--- src/rtl/camera_pkg.sv ---
// Shared constants and FSM encoding for the OV7670 SCCB register loader.
package camera_pkg;

    localparam logic [7:0]  OV7670_WR_ID = 8'h42;
    localparam logic [15:0] TABLE_END    = 16'hFFFF;
    localparam logic [7:0]  DELAY_TAG    = 8'hF0;
    localparam int          CLK_PER_MS   = 25000;

    typedef enum logic [3:0] {
        ST_IDLE   = 4'd0,
        ST_FETCH  = 4'd1,
        ST_DECODE = 4'd2,
        ST_START  = 4'd3,
        ST_BYTE   = 4'd4,
        ST_STOP   = 4'd5,
        ST_GAP    = 4'd6,
        ST_DELAY  = 4'd7,
        ST_DONE   = 4'd8
    } sccb_state_e;

endpackage

--- src/rtl/sccb_rom.sv ---
// Register table for the OV7670 loader: {reg, value} per entry, 1-clk registered read.
// TABLE_SEL 0 is the power-up list; the other selections are short bring-up tables.
// An entry {DELAY_TAG, n} requests an n ms pause when SCCB_DELAY_EN is defined.
module sccb_rom
    import camera_pkg::*;
#(
    parameter int TABLE_SEL = 0
) (
    input  logic        clk,
    input  logic        reset_n,
    input  logic [7:0]  addr,
    output logic [15:0] data
);

    logic [15:0] data_d;
    logic [15:0] data_q;

    // Table lookup; every unlisted address reads as the terminator.
    always_comb begin
        data_d = TABLE_END;
        case (TABLE_SEL)
            1: case (addr)
                   8'd0:    data_d = 16'h1280;
                   default: data_d = TABLE_END;
               endcase
            2: case (addr)
                   8'd0:    data_d = 16'h3A04;
                   8'd1:    data_d = 16'h40D0;
                   default: data_d = TABLE_END;
               endcase
            3: data_d = TABLE_END;
            4: case (addr)
                   8'd0:    data_d = 16'h1280;
                   8'd1:    data_d = 16'hF002;
                   8'd2:    data_d = 16'h1101;
                   default: data_d = TABLE_END;
               endcase
            default: case (addr)
                   8'd0:    data_d = 16'h1280;  // COM7 soft reset
                   8'd1:    data_d = 16'hF00A;  // settle after soft reset
                   8'd2:    data_d = 16'h1214;  // COM7: QVGA, RGB
                   8'd3:    data_d = 16'h1101;  // CLKRC prescaler
                   8'd4:    data_d = 16'h0C04;  // COM3: scaling enable
                   8'd5:    data_d = 16'h3E19;  // COM14: PCLK divider
                   8'd6:    data_d = 16'h40D0;  // COM15: RGB565 full range
                   8'd7:    data_d = 16'h8C00;  // RGB444 off
                   8'd8:    data_d = 16'h3A04;  // TSLB
                   default: data_d = TABLE_END;
               endcase
        endcase
    end

    // Registered read port.
    always_ff @(posedge clk or negedge reset_n) begin
        if (!reset_n) data_q <= TABLE_END;
        else          data_q <= data_d;
    end

    assign data = data_q;

endmodule

--- src/rtl/sccb_config.sv ---
// OV7670 power-up loader: walks sccb_rom and issues one 3-phase SCCB write per entry.
// Build option: SCCB_DELAY_EN turns {F0,n} entries into n ms bus-idle pauses.
//
//   state  | meaning
//   IDLE   | waiting for start, bus idle
//   FETCH  | table read in flight for reg_idx
//   DECODE | terminator / index limit / delay tag / normal write
//   START  | sioc high, siod falls at mid-bit
//   BYTE   | 8 data bits MSB first + released 9th bit, 3 bytes
//   STOP   | siod low, sioc rises, siod rises at mid-bit
//   GAP    | GAP_BITS idle bit-times before next entry
//   DELAY  | ms pause with bus idle (SCCB_DELAY_EN only)
//   DONE   | table finished, done held until next start
module sccb_config
    import camera_pkg::*;
#(
    parameter int         QTR_CYC   = 63,
    parameter logic [7:0] DEV_ID    = OV7670_WR_ID,
    parameter int         NUM_REGS  = 64,
    parameter int         GAP_BITS  = 4,
    parameter int         TABLE_SEL = 0
) (
    input  logic       clk,
    input  logic       reset_n,
    input  logic       start,
    output logic       busy,
    output logic       done,
    output logic [7:0] reg_idx,
    output logic       sioc,
    output logic       siod_o,
    output logic       siod_oe
);

    localparam int          QW          = (QTR_CYC > 1) ? $clog2(QTR_CYC) : 1;
    localparam logic [QW-1:0] QTR_CYC_M1 = QW'(QTR_CYC - 1);

    sccb_state_e   state_q, state_d;
    logic [QW-1:0] qcnt_q, qcnt_d;
    logic [1:0]    phase_q, phase_d;
    logic [3:0]    bit_q, bit_d;
    logic [1:0]    byte_q, byte_d;
    logic [7:0]    idx_q, idx_d;
    logic [15:0]   rom_data;
    logic [7:0]    cur_byte;
    logic          busy_w, qt, bit_end;
`ifdef SCCB_DELAY_EN
    logic [22:0]   ms_q, ms_d;
`endif

    sccb_rom #(.TABLE_SEL(TABLE_SEL)) u_rom (
        .clk     (clk),
        .reset_n (reset_n),
        .addr    (idx_q),
        .data    (rom_data)
    );

    assign busy_w  = (state_q != ST_IDLE) && (state_q != ST_DONE);
    assign qt      = busy_w && (qcnt_q == '0);
    assign bit_end = qt && (phase_q == 2'd3);
    assign busy    = busy_w;
    assign done    = (state_q == ST_DONE);
    assign reg_idx = idx_q;

    // Quarter-bit timer: reload-on-zero down-counter, parked at 0 when not busy.
    always_comb begin
        qcnt_d = '0;
        if (busy_w) qcnt_d = (qcnt_q == '0) ? QTR_CYC_M1 : qcnt_q - QW'(1);
    end

    // Byte currently on the wire.
    always_comb begin
        case (byte_q)
            2'd0:    cur_byte = DEV_ID;
            2'd1:    cur_byte = rom_data[15:8];
            default: cur_byte = rom_data[7:0];
        endcase
    end

    // Next-state and bus drive; phase advances on every quarter tick inside a bit.
    always_comb begin
        state_d = state_q;
        phase_d = qt ? phase_q + 2'd1 : phase_q;
        bit_d   = bit_q;
        byte_d  = byte_q;
        idx_d   = idx_q;
        sioc    = 1'b1;
        siod_o  = 1'b1;
        siod_oe = 1'b0;
`ifdef SCCB_DELAY_EN
        ms_d    = ms_q;
`endif
        case (state_q)
            ST_IDLE, ST_DONE: begin
                phase_d = 2'd0;
                if (start) begin
                    idx_d   = 8'd0;
                    state_d = ST_FETCH;
                end
            end
            ST_FETCH: begin
                phase_d = 2'd0;
                state_d = ST_DECODE;
            end
            ST_DECODE: begin
                phase_d = 2'd0;
                bit_d   = 4'd0;
                byte_d  = 2'd0;
                if (idx_q == 8'(NUM_REGS) || rom_data == TABLE_END) begin
                    state_d = ST_DONE;
`ifdef SCCB_DELAY_EN
                end else if (rom_data[15:8] == DELAY_TAG) begin
                    ms_d    = 23'(rom_data[7:0]) * 23'(CLK_PER_MS);
                    state_d = ST_DELAY;
`endif
                end else begin
                    state_d = ST_START;
                end
            end
            ST_START: begin
                siod_oe = 1'b1;
                siod_o  = (phase_q < 2'd2);
                if (bit_end) state_d = ST_BYTE;
            end
            ST_BYTE: begin
                sioc    = phase_q[1];
                siod_oe = (bit_q != 4'd8);
                siod_o  = (bit_q == 4'd8) ? 1'b1 : cur_byte[3'(4'd7 - bit_q)];
                if (bit_end) begin
                    if (bit_q == 4'd8) begin
                        bit_d = 4'd0;
                        if (byte_q == 2'd2) state_d = ST_STOP;
                        else                byte_d  = byte_q + 2'd1;
                    end else begin
                        bit_d = bit_q + 4'd1;
                    end
                end
            end
            ST_STOP: begin
                siod_oe = 1'b1;
                sioc    = (phase_q != 2'd0);
                siod_o  = phase_q[1];
                if (bit_end) begin
                    bit_d   = 4'd0;
                    state_d = ST_GAP;
                end
            end
            ST_GAP: begin
                if (bit_end) begin
                    if (bit_q == 4'(GAP_BITS - 1)) begin
                        bit_d   = 4'd0;
                        idx_d   = idx_q + 8'd1;
                        state_d = ST_FETCH;
                    end else begin
                        bit_d = bit_q + 4'd1;
                    end
                end
            end
`ifdef SCCB_DELAY_EN
            ST_DELAY: begin
                phase_d = 2'd0;
                if (ms_q == 23'd0) begin
                    bit_d   = 4'd0;
                    state_d = ST_GAP;
                end else begin
                    ms_d = ms_q - 23'd1;
                end
            end
`endif
            default: state_d = ST_IDLE;
        endcase
    end

    // State and counter registers; reset drops the bus immediately with no STOP.
    always_ff @(posedge clk or negedge reset_n) begin
        if (!reset_n) begin
            state_q <= ST_IDLE;
            qcnt_q  <= '0;
            phase_q <= 2'd0;
            bit_q   <= 4'd0;
            byte_q  <= 2'd0;
            idx_q   <= 8'd0;
        end else begin
            state_q <= state_d;
            qcnt_q  <= qcnt_d;
            phase_q <= phase_d;
            bit_q   <= bit_d;
            byte_q  <= byte_d;
            idx_q   <= idx_d;
        end
    end

`ifdef SCCB_DELAY_EN
    // Millisecond pause counter.
    always_ff @(posedge clk or negedge reset_n) begin
        if (!reset_n) ms_q <= 23'd0;
        else          ms_q <= ms_d;
    end
`endif

endmodule

--- config.mk ---
export PLATFORM = sky130hd
export DESIGN_NAME = sccb_config
export DESIGN_NICKNAME = d
export VERILOG_FILES = /design/src/rtl/camera_pkg.sv /design/src/rtl/sccb_rom.sv /design/src/rtl/sccb_config.sv
export SDC_FILE = /design/constraint.sdc
export NUM_CORES = 1
export LEC_CHECK = 0
export CORE_ASPECT_RATIO = 0.9
export CORE_MARGIN = 5
export CORE_UTILIZATION = 57
export CTS_CLUSTER_DIAMETER = 50
export DETAILED_ROUTE_END_ITERATION = 10
export DONT_BUFFER_PORTS = 1
export PLACE_DENSITY = 0.75
export RECOVER_POWER = 50
export SYNTH_ARGS = -nofsm -noshare
export SYNTH_HDL_FRONTEND = slang
export SYNTH_SLANG_ARGS = --single-unit
--- constraint.sdc ---
create_clock -name clk -period 2.1 [get_ports clk]
set_input_delay 0 -clock clk [delete_from_list [all_inputs] [get_ports clk]]
set_output_delay 0 -clock clk [all_outputs]
set_load 0.01 [all_outputs]
==> impl_metrics.toml <==
[status]
status = "complete, no violations"

[critical_path]
reg2reg_from = "bit_q[0]$_DFFE_PN0P_"
critPathCaptureType = "output pin"
ff2ff_setup_slack_ps = 30
critPathArrivalTime_ps = 2080
ff2ff_path_depth = 5
start_kind = "flop"
critPathMaxFanout = 8
cp.required_ps = 2100
critical_path_class = "reg2out"
r2r_end = "reg_idx[5]$_DFFE_PN0P_"

[timing]
hold_viol = 0
maxSlewViolCount = 0
fin_skew_ps = 11.9
max_freq_mhz = 480
fin_crit_sh = 0.992
fin_crit_ps = 2080
relSlewSlack = 0.343
rsz0062_at_grt = "true"
finalSetupTns_ps = 0
tightest_slew_ps = 985
timing.final.ws_setup_ps = 15.9
setup_viol = 0

[min_path]
min_path_cells = 2
holdPathEnd = "reg_idx[5]$_DFFE_PN0P_"
hold_start = "start"
worst_hold_path_type = "in2reg"

[floorplanning]
core_area_um2 = 4130
num_io_pins = 16
die_h_um = 72.5
rows = 22
start_util = 0.599
die_width_um = 79.4
design.die.area_um2 = 5760

[detailed_routing]
route.vias.total = 1991
drtIter0Drc = 131
detail-route-antenna-nets = 0
wl_per_cell_um = 15.3
drc = 0
dr.pass1.iters = 4
viasPerCell = 5.87
totalWireLength_mm = 5.19

[synthesis]
synth-edff-count = 0
yosysMostFrequentCell = "dfrtp_1"
postSynthCellCount = 267
synth.yosys.warnings = 0
synthTopCellsByCount = "dfrtp_1 (26), nor2_1 (23), a21oi_1 (22), o21ai_0 (19)"
avgSynthCellArea_um2 = 9.26
syn-num-nets = 284
synth_top_area_frac = 0.263
synth_seq_cells = 42
synthDistinctLibCells = 51
postSynth.asyncResetShare = 1.00
synth_flop_cell = "dfrtp_1"
synth_area_leaders = "dfrtp_1 (26%), dfstp_2 (17%), ha_1 (7.1%)"
yosysTopAreaCell = "dfrtp_1"
netlist_area_um2 = 2470
seq_area_frac_synth = 0.433

[cts]
clk_pin_slew_worst_paths_ps = 90
cts.sinks = 42
cts_buffers = 5
clock_latency_ps = 300
clockBufferDepth = 2
cts_tree = "built"
h-tree-depth = 2
cts-root-buf = "clkbuf_8"

[global_routing]
grt_pass1_wl_mm = 8.98
grt_max_degree = 43
antenna_found_initial = 0
grt_use_total = 0.198
grt_pass1_vias = 1875
grt_overflow = 0

[power]
power_density_nw_per_um2 = 1070
power.leakage_nw = 1.25
vdd_drop_max_mv = 0.849

[cells_and_area]
num-fill-cells = 316
syn_to_final_growth_pct = 16.0
seqCellArea_um2 = 1070
diodes = 0
nNetsFinal = 307
multi_input_area_um2 = 1360
layout-drive-gt1-share = 0.244

[place]
portBuffers = 0
dpl.hpwl_mm = 3.74
pre_cts_ws_ps = -8.28
gp_congestion = 0.847

[job]
max-cap-violations = 0
[per-layer routing]
layer	vias up	GRT usage	share of wire
met4	0	0.0573	0.011
li1	986	-	-
met3	7	0.0422	0.038
met5	-	0	0
met2	34	0.297	0.46
met1	964	0.289	0.49
[sequential cells by signal, summed over array words and instances (netlist names)]
signal      count
qcnt_q          6
reg_idx         8
bit_q           4
byte_q          2
u_rom.data     16
state_q         4
phase_q         2
[worst max-delay path by stage]
stage / slack (ps) / to / cells after the start / startpoint
global placement: 80 / reg_idx[5]$_DFFE_PN0P_ / 5 / bit_q[0]$_DFFE_PN0P_
finish: 20 / siod_o / 8 / byte_q[0]$_DFFE_PN0P_
CTS: -2 / siod_o / 8 / byte_q[0]$_DFFE_PN0P_
detailed placement: -8 / reg_idx[5]$_DFFE_PN0P_ / 5 / bit_q[0]$_DFFE_PN0P_
floorplan: 40 / reg_idx[6]$_DFFE_PN0P_ / 7 / bit_q[1]$_DFFE_PN0P_
global route: -160 / siod_o / 8 / byte_q[0]$_DFFE_PN0P_
[through the flow]
| stage | area [µm²] | total power, W | hold WS (ps) | utilization | cells |
|---|---|---|---|---|---|
| final | 2870 | 0.00307 | 4.07 | 0.695 | 339 |
| after global placement | 2620 | 0.00229 | -295 | 0.634 | 323 |
| after detailed placement | 2620 | 0.00232 | -295 | 0.634 | 323 |
| after floorplan | 2470 | 0.00198 | -296 | - | 267 |
| after CTS | 2850 | 0.00304 | 8.87 | 0.689 | 336 |
| after global routing | 2870 | 0.00331 | 13.7 | 0.695 | 339 |
[placed cells by master (no fill, tap or decap), types with 3 or more instances in the layout]
master    netlist  final
and2_1          3      3
nand4_1         5      5
inv_1          18     16
dfrtp_1        26     26
mux2i_1         4      4
or3_1           4      3
nand2_1        18     18
o31ai_1         4      4
a211oi_1        3      3
buf_4           0     24
dfstp_2        16     16
ha_1           14     11
xnor2_1         6      6
nor2_1         23     23
nor3_1          5      5
nor3b_2         0      5
nand2b_1       11     11
nor3b_1         8      3
nor2b_1         3      3
nand3_1         8      8
a21oi_1        22     21
clkbuf_8        0      5
nand3b_1        4      4
o21ai_0        19     19
[cell type report]
class / count / area share
sequential: 42 / 0.373
multi-input combinational: 196 / 0.475
tap: 48 / 0.0209
inverter: 18 / 0.0235
clock inverter: 2 / 0.00349
timing repair buffer: 27 / 0.0715
clock buffer: 6 / 0.0327
[repair_timing]
| item | 4_1_cts | 5_1_grt |
|---|---|---|
| endpoints found under the hold margin | 45 | 0 |
| endpoints found under the setup margin | 2 | 5 |
| resized for setup | 15 | 5 |
| hold buffers | 3 | 0 |
| buffers inserted | 2 | 3 |
| pin swaps | 7 | 5 |
| cloned | 0 | 0 |
[critical path, cell delays in order, from the launching register on]
cell     delay, ps
dfrtp_1        430
ha_4           210
buf_4          170
nor3b_2        190
a21oi_1         70
a21oi_1        130
nor3b_1         70
o41ai_2        330
buf_4          170
[cells by family (layout without fill, tap and decap cells)]
family / count (synthesis) / count (layout) / synth area share
flops: 42 / 42 / 0.433
fa+ha+maj: 14 / 14 / 0.0708
mux: 5 / 5 / 0.0207
compound gates: 66 / 66 / 0.164
xor+xnor: 8 / 8 / 0.0283
buf+inv: 29 / 53 / 0.0506
simple gates: 103 / 103 / 0.232
[where the power goes]
group / switching, W / internal, W
clock: 0.000278 / 0.000302
sequential: 0.000115 / 0.000953
combinational: 0.000790 / 0.000629
Note: power is estimated with default switching activity, not from simulation.
